==> config.mk <==
export PLATFORM = sky130hd
export DESIGN_NAME = demux_deserializer
export DESIGN_NICKNAME = d
export VERILOG_FILES = /design/src/rtl/demux_deserializer_pkg.sv /design/src/rtl/demux_deserializer_chan_decoder.sv /design/src/rtl/demux_deserializer.sv
export SDC_FILE = /design/constraint.sdc
export NUM_CORES = 1
export LEC_CHECK = 0
export BUFFER_PORTS_ARGS = -buffer_cell sky130_fd_sc_hd__buf_2
export CORE_MARGIN = 5
export CORE_UTILIZATION = 35
export CTS_BUF_LIST = sky130_fd_sc_hd__clkbuf_2
export DETAILED_ROUTE_END_ITERATION = 8
export GPL_TIMING_DRIVEN = 1
export SYNTH_ARGS = -nofsm -noshare
export SYNTH_HDL_FRONTEND = slang
export SYNTH_SLANG_ARGS = --single-unit
==> constraint.sdc <==
create_clock -name clk -period 2.15 [get_ports clk]
set_input_delay 0.215 -clock clk [delete_from_list [all_inputs] [get_ports clk]]
set_output_delay 0.215 -clock clk [all_outputs]
set_load 0.005 [all_outputs]
==> src/rtl/demux_deserializer_pkg.sv <==
// Shared sizing defaults and frame word type for the 1-to-8 demux deserializer.
package demux_deserializer_pkg;

    localparam int DEF_N_CH  = 8;
    localparam int DEF_SEL_W = $clog2(DEF_N_CH);
    localparam int DEF_CNT_W = 8;

    // Index 0 holds the first bit of a frame, matching the mux select order.
    typedef logic [0:DEF_N_CH-1] frame_t;

endpackage

==> src/rtl/demux_deserializer_chan_decoder.sv <==
// One-hot slot write-enable decode of the channel counter, gated by accept.
module demux_deserializer_chan_decoder
    import demux_deserializer_pkg::*;
#(
    parameter int N_CH  = DEF_N_CH,
    parameter int SEL_W = DEF_SEL_W
) (
    input  logic [SEL_W-1:0] sel,
    input  logic             en,
    output logic [0:N_CH-1]  we
);

    always_comb begin
        we = '0;
        for (int i = 0; i < N_CH; i++) begin
            we[i] = en && (sel == SEL_W'(i));
        end
    end

endmodule

==> src/rtl/demux_deserializer.sv <==
// Receive end of the 8:1 TDM mux: assembles serial bits into a word and hands it off on valid/ready.
module demux_deserializer
    import demux_deserializer_pkg::*;
#(
    parameter int N_CH  = DEF_N_CH,
    parameter int SEL_W = DEF_SEL_W,
    parameter int CNT_W = DEF_CNT_W
) (
    input  logic             clk,
    input  logic             rst_n,
    input  logic             d_in,
    input  logic             in_valid,
    output logic             in_ready,
    input  logic             frame_sync,
    output logic [0:N_CH-1]  out_data,
    output logic             out_valid,
    input  logic             out_ready,
    output logic [SEL_W-1:0] ch,
    output logic [CNT_W-1:0] word_cnt
);

    logic [SEL_W-1:0] ch_q, ch_d;
    logic [0:N_CH-1]  asm_q, asm_d;
    logic [0:N_CH-1]  out_data_q, out_data_d;
    logic             out_valid_q, out_valid_d;
    logic [CNT_W-1:0] word_cnt_q, word_cnt_d;

    logic             ch_last;
    logic             accept;
    logic             frame_done;
    logic             handoff;
    logic [0:N_CH-1]  slot_we;
    logic [0:N_CH-1]  done_word;

    // Only the completing bit can stall: earlier slots never touch the output register.
    assign ch_last    = (ch_q == SEL_W'(N_CH - 1));
    assign in_ready   = !frame_sync && !(ch_last && out_valid_q && !out_ready);
    assign accept     = in_valid && in_ready;
    assign frame_done = accept && ch_last;
    assign handoff    = out_valid_q && out_ready;
    assign done_word  = {asm_q[0:N_CH-2], d_in};

    demux_deserializer_chan_decoder #(
        .N_CH  (N_CH),
        .SEL_W (SEL_W)
    ) u_chan_decoder (
        .sel (ch_q),
        .en  (accept),
        .we  (slot_we)
    );

    always_comb begin
        ch_d = ch_q;
        if (frame_sync) begin
            ch_d = '0;
        end else if (accept) begin
            ch_d = ch_last ? '0 : ch_q + SEL_W'(1);
        end
    end

    always_comb begin
        asm_d = asm_q;
        if (frame_sync || frame_done) begin
            asm_d = '0;
        end else begin
            for (int i = 0; i < N_CH; i++) begin
                if (slot_we[i]) begin
                    asm_d[i] = d_in;
                end
            end
        end
    end

    // A completing frame wins over a drain so a simultaneous drain+load keeps out_valid high.
    always_comb begin
        out_data_d  = out_data_q;
        out_valid_d = out_valid_q;
        word_cnt_d  = word_cnt_q;
        if (handoff) begin
            out_valid_d = 1'b0;
            word_cnt_d  = word_cnt_q + CNT_W'(1);
        end
        if (frame_done) begin
            out_data_d  = done_word;
            out_valid_d = 1'b1;
        end
    end

    always_ff @(posedge clk or negedge rst_n) begin
        if (!rst_n) begin
            ch_q        <= '0;
            asm_q       <= '0;
            out_data_q  <= '0;
            out_valid_q <= 1'b0;
            word_cnt_q  <= '0;
        end else begin
            ch_q        <= ch_d;
            asm_q       <= asm_d;
            out_data_q  <= out_data_d;
            out_valid_q <= out_valid_d;
            word_cnt_q  <= word_cnt_d;
        end
    end

    assign ch        = ch_q;
    assign out_data  = out_data_q;
    assign out_valid = out_valid_q;
    assign word_cnt  = word_cnt_q;

endmodule
==> impl_results.rst, run 1 <==
.. list-table::
   :header-rows: 1

   * - Metric
     - Value
   * - Worst IR Drop VDD
     - just under 0.2 mV
   * - Total count of hold-check failures in the final report
     - 0
   * - Worst-path clk slew
     - 0.27 ns
   * - Effective utilization at floorplan
     - 0.362
   * - Post-synthesis sequential area ratio
     - 0.510
   * - Class of the most critical hold timing path
     - primary input to flop
   * - Layout cells sized above 1
     - 0.313
   * - Die Outline Area
     - 0.00511 sq mm
   * - Average footprint of a synthesized cell
     - 11.3 sq um
   * - CTS root buf
     - sky130_fd_sc_hd__clkbuf_2
   * - Total congestion overflow
     - 0
   * - Tightest slew margin relative to the limit
     - 0.608
   * - WHS Endpoint
     - asm_q[4]
   * - Placed Cells incl. Taps
     - 187
   * - Area post-placement
     - ~0.0015 sq mm
   * - Most used DFF post-synth
     - sky130_fd_sc_hd__dfrtp_1
   * - Overall track demand over capacity in global routing
     - 0.109
   * - Most used standard cell by instance count after synthesis
     - sky130_fd_sc_hd__dfrtp_1
   * - Number of non-filler instances in the completed layout
     - between 150 and 200
   * - Kind of start point of the critical path
     - flop
   * - Clock period minus worst slack
     - 1.94 ns
   * - Synth cell types
     - 29
   * - CP max FO
     - 5
   * - Total CTS buffers
     - 3
   * - Hold Crit Start
     - d_in
   * - Leakage power total
     - around 0.00077 uW
   * - Sum of internal, switching and leakage power
     - 798 uW
   * - Outcome
     - finished, final reports clean
   * - Routed WL per cell
     - around 13 um
   * - Routed vias/inst
     - 5.04
   * - Synthesis warning total
     - 0
   * - Share of Yosys cell area claimed by the top area cell type
     - 0.510
   * - Number of max-capacitance violations reported
     - 0
   * - CTS tree
     - built
   * - Critical path data arrival time
     - approximately 1.7 ns
   * - Maximum clock path buffer count
     - 2
   * - Core ar.
     - 0.00366 sq mm
   * - Number of synthesized register bits
     - 27
   * - Port-buffer cells
     - 26
   * - Critical path class
     - flop to output pin
   * - Maximum number of pins on one net before global-route repair
     - 28
   * - Top achievable clock speed
     - 0.515 GHz
   * - Worst-Skew Late Latency
     - 0.37 ns
   * - Routed wire length
     - 2630 um
   * - Largest clock skew in the final design
     - 0.0190 ns
   * - Most frequent cells after synthesis
     - sky130_fd_sc_hd__dfrtp_1, sky130_fd_sc_hd__a21oi_1, sky130_fd_sc_hd__mux2_2
   * - Layer carrying the most global-route usage
     - met2
   * - Worst hold-check slack
     - approximately 0.12 ns
   * - Total count of max-transition violations in the final report
     - 0
   * - X dimension of the die
     - 71.5 um
   * - Number of antenna violations at the first check in global routing
     - 0
   * - Routability cong.
     - 0.737
   * - Vias
     - between 900 and 1000
   * - Fraction of registers with async set or reset after synthesis
     - 1.00
   * - Net count after synthesis
     - 130
   * - Net switching power of the design
     - 208 uW
   * - Post-route cell area
     - between 0.0015 and 0.002 sq mm
   * - Setup violations, final
     - 0
   * - Antenna violation net count after detailed routing
     - 0
   * - Post-route setup TNS
     - 0 ns
   * - Reg2Reg Setup Slack
     - 0.32 ns
   * - Reg-to-reg critical path endpoint
     - out_data[5]
   * - Combined area of all synthesized cells
     - ~0.0013 sq mm
   * - Sequential power share
     - 0.658
   * - Power density relative to cell area
     - 514 mW/mm^2
   * - Count of antenna diodes in the layout
     - 0
   * - Internal power
     - ~600 uW
   * - Crit. End Element
     - output pin
   * - HPWL after detailed placement
     - about 2000 um
   * - Largest cells by area after synthesis
     - sky130_fd_sc_hd__dfrtp_1, sky130_fd_sc_hd__mux2_2, sky130_fd_sc_hd__ha_1
   * - Worst-case reg-to-reg path depth
     - 5
   * - Critical R2R Launch
     - ch[1]
   * - Sink count of the clock tree
     - 27
   * - Number of violations reported at the end of detailed-routing iteration 0
     - 26
   * - Worst hold path stage count
     - 3
   * - Worst Tran Pin Value
     - 0.588 ns
   * - Net switching share of the total power
     - 0.261
   * - Number of enable flip-flop cells after synthesis
     - 0
   * - Global Route met3 Usage
     - 0.0140
   * - Number of remaining DRC errors
     - 0
   * - Data required time of the worst path
     - between 1.5 and 2 ns
   * - Logic pwr share
     - 0.093
   * - Final net count
     - 161
   * - Setup repair after global routing missed its margin
     - no
   * - I/O pin cnt
     - 27
   * - Number of global-route vias before repair
     - 930
   * - Area growth syn-to-layout
     - 17.4%
   * - Part of the power in the clock network
     - 0.249
   * - DRT Pass-1 Iters
     - 4
   * - Global-route track usage on met2
     - 0.186
   * - Num rows
     - 22
   * - DIE HEIGHT
     - just over 70 um
   * - Final period util
     - 0.902
   * - CTS HTree Levels
     - 1
   * - Global Route met1 Usage
     - 0.138
   * - Number of instances in the synthesized netlist
     - 117
   * - Wire length of the first global-routing pass
     - 4470 um
   * - Top cell type by total area after synthesis
     - sky130_fd_sc_hd__dfrtp_1
[cell usage in the layout (no fill, tap or decap), types with 2 or more instances in the layout]
| cell | Yosys | layout |
|---|---|---|
| sky130_fd_sc_hd__nand2_1 | 5 | 5 |
| sky130_fd_sc_hd__nor2b_1 | 5 | 5 |
| sky130_fd_sc_hd__o21ai_0 | 2 | 2 |
| sky130_fd_sc_hd__nand2b_1 | 4 | 4 |
| sky130_fd_sc_hd__o31ai_1 | 6 | 6 |
| sky130_fd_sc_hd__mux2_2 | 9 | 9 |
| sky130_fd_sc_hd__a21oi_1 | 10 | 10 |
| sky130_fd_sc_hd__dfrtp_1 | 27 | 27 |
| sky130_fd_sc_hd__nand3b_1 | 2 | 2 |
| sky130_fd_sc_hd__xnor2_1 | 6 | 6 |
| sky130_fd_sc_hd__nand4_1 | 8 | 8 |
| sky130_fd_sc_hd__inv_1 | 5 | 5 |
| sky130_fd_sc_hd__buf_2 | 1 | 26 |
| sky130_fd_sc_hd__ha_1 | 7 | 7 |
| sky130_fd_sc_hd__clkbuf_2 | 0 | 3 |
| sky130_fd_sc_hd__buf_4 | 0 | 3 |
| sky130_fd_sc_hd__nand3_1 | 2 | 2 |
| sky130_fd_sc_hd__nor2_1 | 3 | 3 |
[cells by family after synthesis]
group / after synthesis / share of synthesized area
compound gates: 21 / 0.0992
simple gates: 37 / 0.175
xor+xnor: 7 / 0.0463
fa+ha+maj: 7 / 0.0662
buf+inv: 9 / 0.0265
mux: 9 / 0.0766
flops: 27 / 0.510
[metal layers]
layer | vias to the layer above | share of wire
met2 | 21 | 0.52
met1 | 477 | 0.43
met4 | 0 | 0.015
met3 | 4 | 0.037
met5 | - | 0
li1 | 480 | -
[critical path: stages (launching register included)]
cell	delay, ns
sky130_fd_sc_hd__dfrtp_1	0.47
sky130_fd_sc_hd__ha_1	0.21
sky130_fd_sc_hd__ha_1	0.23
sky130_fd_sc_hd__and3b_2	0.26
sky130_fd_sc_hd__nor2_1	0.08
sky130_fd_sc_hd__buf_2	0.11
[through the flow]
stage | setup WS [ns] | utilization
floorplan | 0.505 | -
global placement | 0.394 | 0.409
detailed placement | 0.305 | 0.409
CTS | 0.0404 | 0.418
global route | 0.0489 | 0.424
finish | 0.210 | 0.424
[power groups by stage]
stage | registers, uW | logic [uW] | clock network (uW)
2_1_floorplan | 533 | 37.9 | 0
3_3_place_gp | 533 | 68.0 | 0
3_5_place_dp | 535 | 69.7 | 0
4_1_cts | 526 | 71.4 | 214
5_1_grt | 527 | 85.3 | 232
6_report | 525 | 73.9 | 199
[cell type report]
type | instances | area (sq um)
Clock buffer | 3 | 15.0
Clock inverter | 1 | 7.51
Fill cell | 367 | 2110
Inverter | 5 | 18.8
Multi-Input combinational cell | 81 | 614
Sequential cell | 27 | 676
Tap cell | 48 | 60.1
Timing Repair Buffer | 30 | 163
[registers in the layout (all words and copies together) (netlist names)]
| register | flops |
|---|---|
| asm_q | 7 |
| ch | 3 |
| out_data | 8 |
| out_valid | 1 |
| word_cnt | 8 |
[timing repair]
action	4_1_cts	5_1_grt
endpoints found under the hold margin	27	0
setup endpoints to repair	0	1
gates resized for setup	0	1
setup buffers	0	3
hold buffers	1	0
[worst max-delay path by stage]
stage           from           to  slack [ns]  cells past startpoint
3_3_place_gp   ch[0]  out_data[1]        0.39                      5
2_1_floorplan  ch[0]  out_data[0]        0.51                      5
5_1_grt        ch[1]     in_ready        0.05                      5
3_5_place_dp   ch[0]  out_data[1]        0.30                      5
6_report       ch[1]     in_ready        0.21                      5
4_1_cts        ch[0]     in_ready        0.04                      5
No activity file was read; power rests on OpenSTA's default activity.
==> inputs of run 2 (changes only) <==
PLACE_DENSITY = 0.55   (was unset)
==> impl_results.rst, run 2 (synthesized netlist as in run 1, its figures left out) <==
.. list-table::
   :header-rows: 1

   * - Metric
     - Value
   * - Post-route setup TNS
     - 0 ns (unchanged)
   * - Number of max-capacitance violations reported
     - 0 (unchanged)
   * - Outcome
     - finished, final reports clean
   * - Worst hold path stage count
     - 3 (unchanged)
   * - Setup violations, final
     - 0 (unchanged)
   * - Layout cells sized above 1
     - 0.306 (-0.00737)
   * - Final period util
     - 0.927 (+0.0251)
   * - Worst IR Drop VDD
     - 0.201 mV (+1.8%)
   * - Largest clock skew in the final design
     - 0.00651 ns (-0.0125 ns)
   * - Wire length of the first global-routing pass
     - 4360 um (-2.5%)
   * - Total of fill cells in the finished design
     - 386 (+5.2%)
   * - Worst-Skew Late Latency
     - 0.34 ns (-0.03 ns)
   * - Sequential cell area in the final layout
     - 677 sq um (+0.19%)
   * - Post-route cell area
     - 0.00153 sq mm (-1.5%)
   * - CTS tree
     - built
   * - Worst Tran Pin Value
     - 0.585 ns (-0.00271 ns)
   * - Total CTS buffers
     - 3 (unchanged)
   * - Data required time of the worst path
     - 1.93 ns (about the same)
   * - Antenna violation net count after detailed routing
     - 0 (unchanged)
   * - Worst-path clk slew
     - 0.24 ns (-0.03 ns)
   * - CTS HTree Levels
     - 1 (unchanged)
   * - Sum of internal, switching and leakage power
     - 786 uW (-1.6%)
   * - Critical path class
     - flop to output pin
   * - Worst hold-check slack
     - 0.148 ns (+0.0324 ns)
   * - Routability cong.
     - 0.831 (+13%)
   * - Vias
     - 944 (-3.9%)
   * - Leakage power total
     - 0.000758 uW (-1.7%)
   * - Number of global-route vias before repair
     - 931 (+0.11%)
   * - Count of antenna diodes in the layout
     - 0 (unchanged)
   * - Number of remaining DRC errors
     - 0 (unchanged)
   * - DRT Pass-1 Iters
     - 4 (unchanged)
   * - Die Outline Area
     - 0.00511 sq mm (unchanged)
   * - Top achievable clock speed
     - 0.502 GHz (-2.7%)
   * - Final net count
     - 158 (-1.9%)
   * - Area post-placement
     - 0.00150 sq mm (unchanged)
   * - Tightest slew margin relative to the limit
     - 0.610 (+0.00181)
   * - Critical path data arrival time
     - 1.78 ns (+0.06 ns)
   * - Crit. End Element
     - output pin
   * - Port-buffer cells
     - 26 (unchanged)
   * - Most frequent cells in the layout
     - sky130_fd_sc_hd__dfrtp_1, sky130_fd_sc_hd__buf_2, sky130_fd_sc_hd__a21oi_1
   * - Power density relative to cell area
     - 513 mW/mm^2 (about the same)
   * - Number of antenna violations at the first check in global routing
     - 0 (unchanged)
   * - Setup repair after global routing missed its margin
     - no
   * - Clock period minus worst slack
     - 1.99 ns (+0.0540 ns)
   * - Total count of max-transition violations in the final report
     - 0 (unchanged)
   * - X dimension of the die
     - 71.5 um (unchanged)
   * - Maximum clock path buffer count
     - 2 (unchanged)
   * - Area growth syn-to-layout
     - 15.6%
   * - Kind of start point of the critical path
     - flop
   * - Num rows
     - 22 (unchanged)
   * - I/O pin cnt
     - 27 (unchanged)
   * - Total congestion overflow
     - 0 (unchanged)
   * - Number of violations reported at the end of detailed-routing iteration 0
     - 26 (unchanged)
   * - Maximum number of pins on one net before global-route repair
     - 28 (unchanged)
   * - Overall track demand over capacity in global routing
     - 0.105 (-0.00483)
   * - DIE HEIGHT
     - 71.5 um (unchanged)
   * - Routed WL per cell
     - 12.9 um (-4.4%)
   * - Combined area of the multi-input logic cells
     - 614 sq um (unchanged)
   * - CTS root buf
     - sky130_fd_sc_hd__clkbuf_2
   * - Class of the most critical hold timing path
     - primary input to flop
   * - Total count of hold-check failures in the final report
     - 0 (unchanged)
   * - Routed wire length
     - 2470 um (-5.9%)
   * - CP max FO
     - 9 (+4)
   * - Sink count of the clock tree
     - 27 (unchanged)
   * - HPWL after detailed placement
     - 1890 um (-5.2%)
   * - Worst-case reg-to-reg path depth
     - 5 (unchanged)
   * - Effective utilization at floorplan
     - 0.362 (unchanged)
   * - Core ar.
     - 0.00366 sq mm (unchanged)
   * - Routed vias/inst
     - 4.92 (-2.4%)
## run 2: layout make-up
cell class | instances | area share
inverter | 5 | 0.0123
multi-input combinational | 81 | 0.401
timing repair buffer | 27 | 0.0916
clock buffer | 4 | 0.0131
sequential | 27 | 0.442
tap | 48 | 0.0392
## run 2: stage by stage
step | instances | util | setup slack (ns)
3_3_place_gp | 187 | 0.409 | 0.354
4_1_cts | 192 | 0.417 | 0.0754
3_5_place_dp | 187 | 0.409 | 0.287
5_1_grt | 192 | 0.418 | 0.00322
6_report | 192 | 0.418 | 0.156
2_1_floorplan | 117 | - | 0.505
## run 2: timing repair
item | in CTS | in global routing
endpoints found under the setup margin | 0 | 1
hold buffers | 1 | 0
setup buffers | 0 | 0
endpoints found under the hold margin | 27 | 0
gates resized for setup | 0 | 2
## run 2: critical path, stage by stage (launching register included)
cell	delay (ns)
sky130_fd_sc_hd__dfrtp_2	0.49
sky130_fd_sc_hd__ha_1	0.23
sky130_fd_sc_hd__ha_1	0.23
sky130_fd_sc_hd__and3b_2	0.29
sky130_fd_sc_hd__nor2_1	0.09
sky130_fd_sc_hd__buf_2	0.11
## run 2: layer usage
metal	vias up	share of wire	wire [um]	track usage
li1	472	-	-	-
met1	458	0.49	1200	0.137
met2	12	0.47	1170	0.172
met3	2	0.034	84	0.0196
met4	0	0.0069	17	0.0376
met5	-	0	0	0
## run 2: worst paths after layout
path | startpoint | to | slack, ns
max in group asynchronous | rst_n | ch[0] | 1.38
min | d_in | asm_q[3] | 0.15
max reg2reg | ch[1] | out_data[2] | 0.32
min in group asynchronous | rst_n | out_data[1] | 0.36
max | ch[0] | in_ready | 0.16
min reg2reg | word_cnt[7] | word_cnt[7] | 0.51
## run 2: where the power goes
group | switching [uW] | leakage, uW | internal, uW
Sequential | 8.79 | 0.000368 | 517
Clock | 141 | 0.0000166 | 49.1
Combinational | 42.9 | 0.000373 | 27.0
Total | 193 | 0.000758 | 593
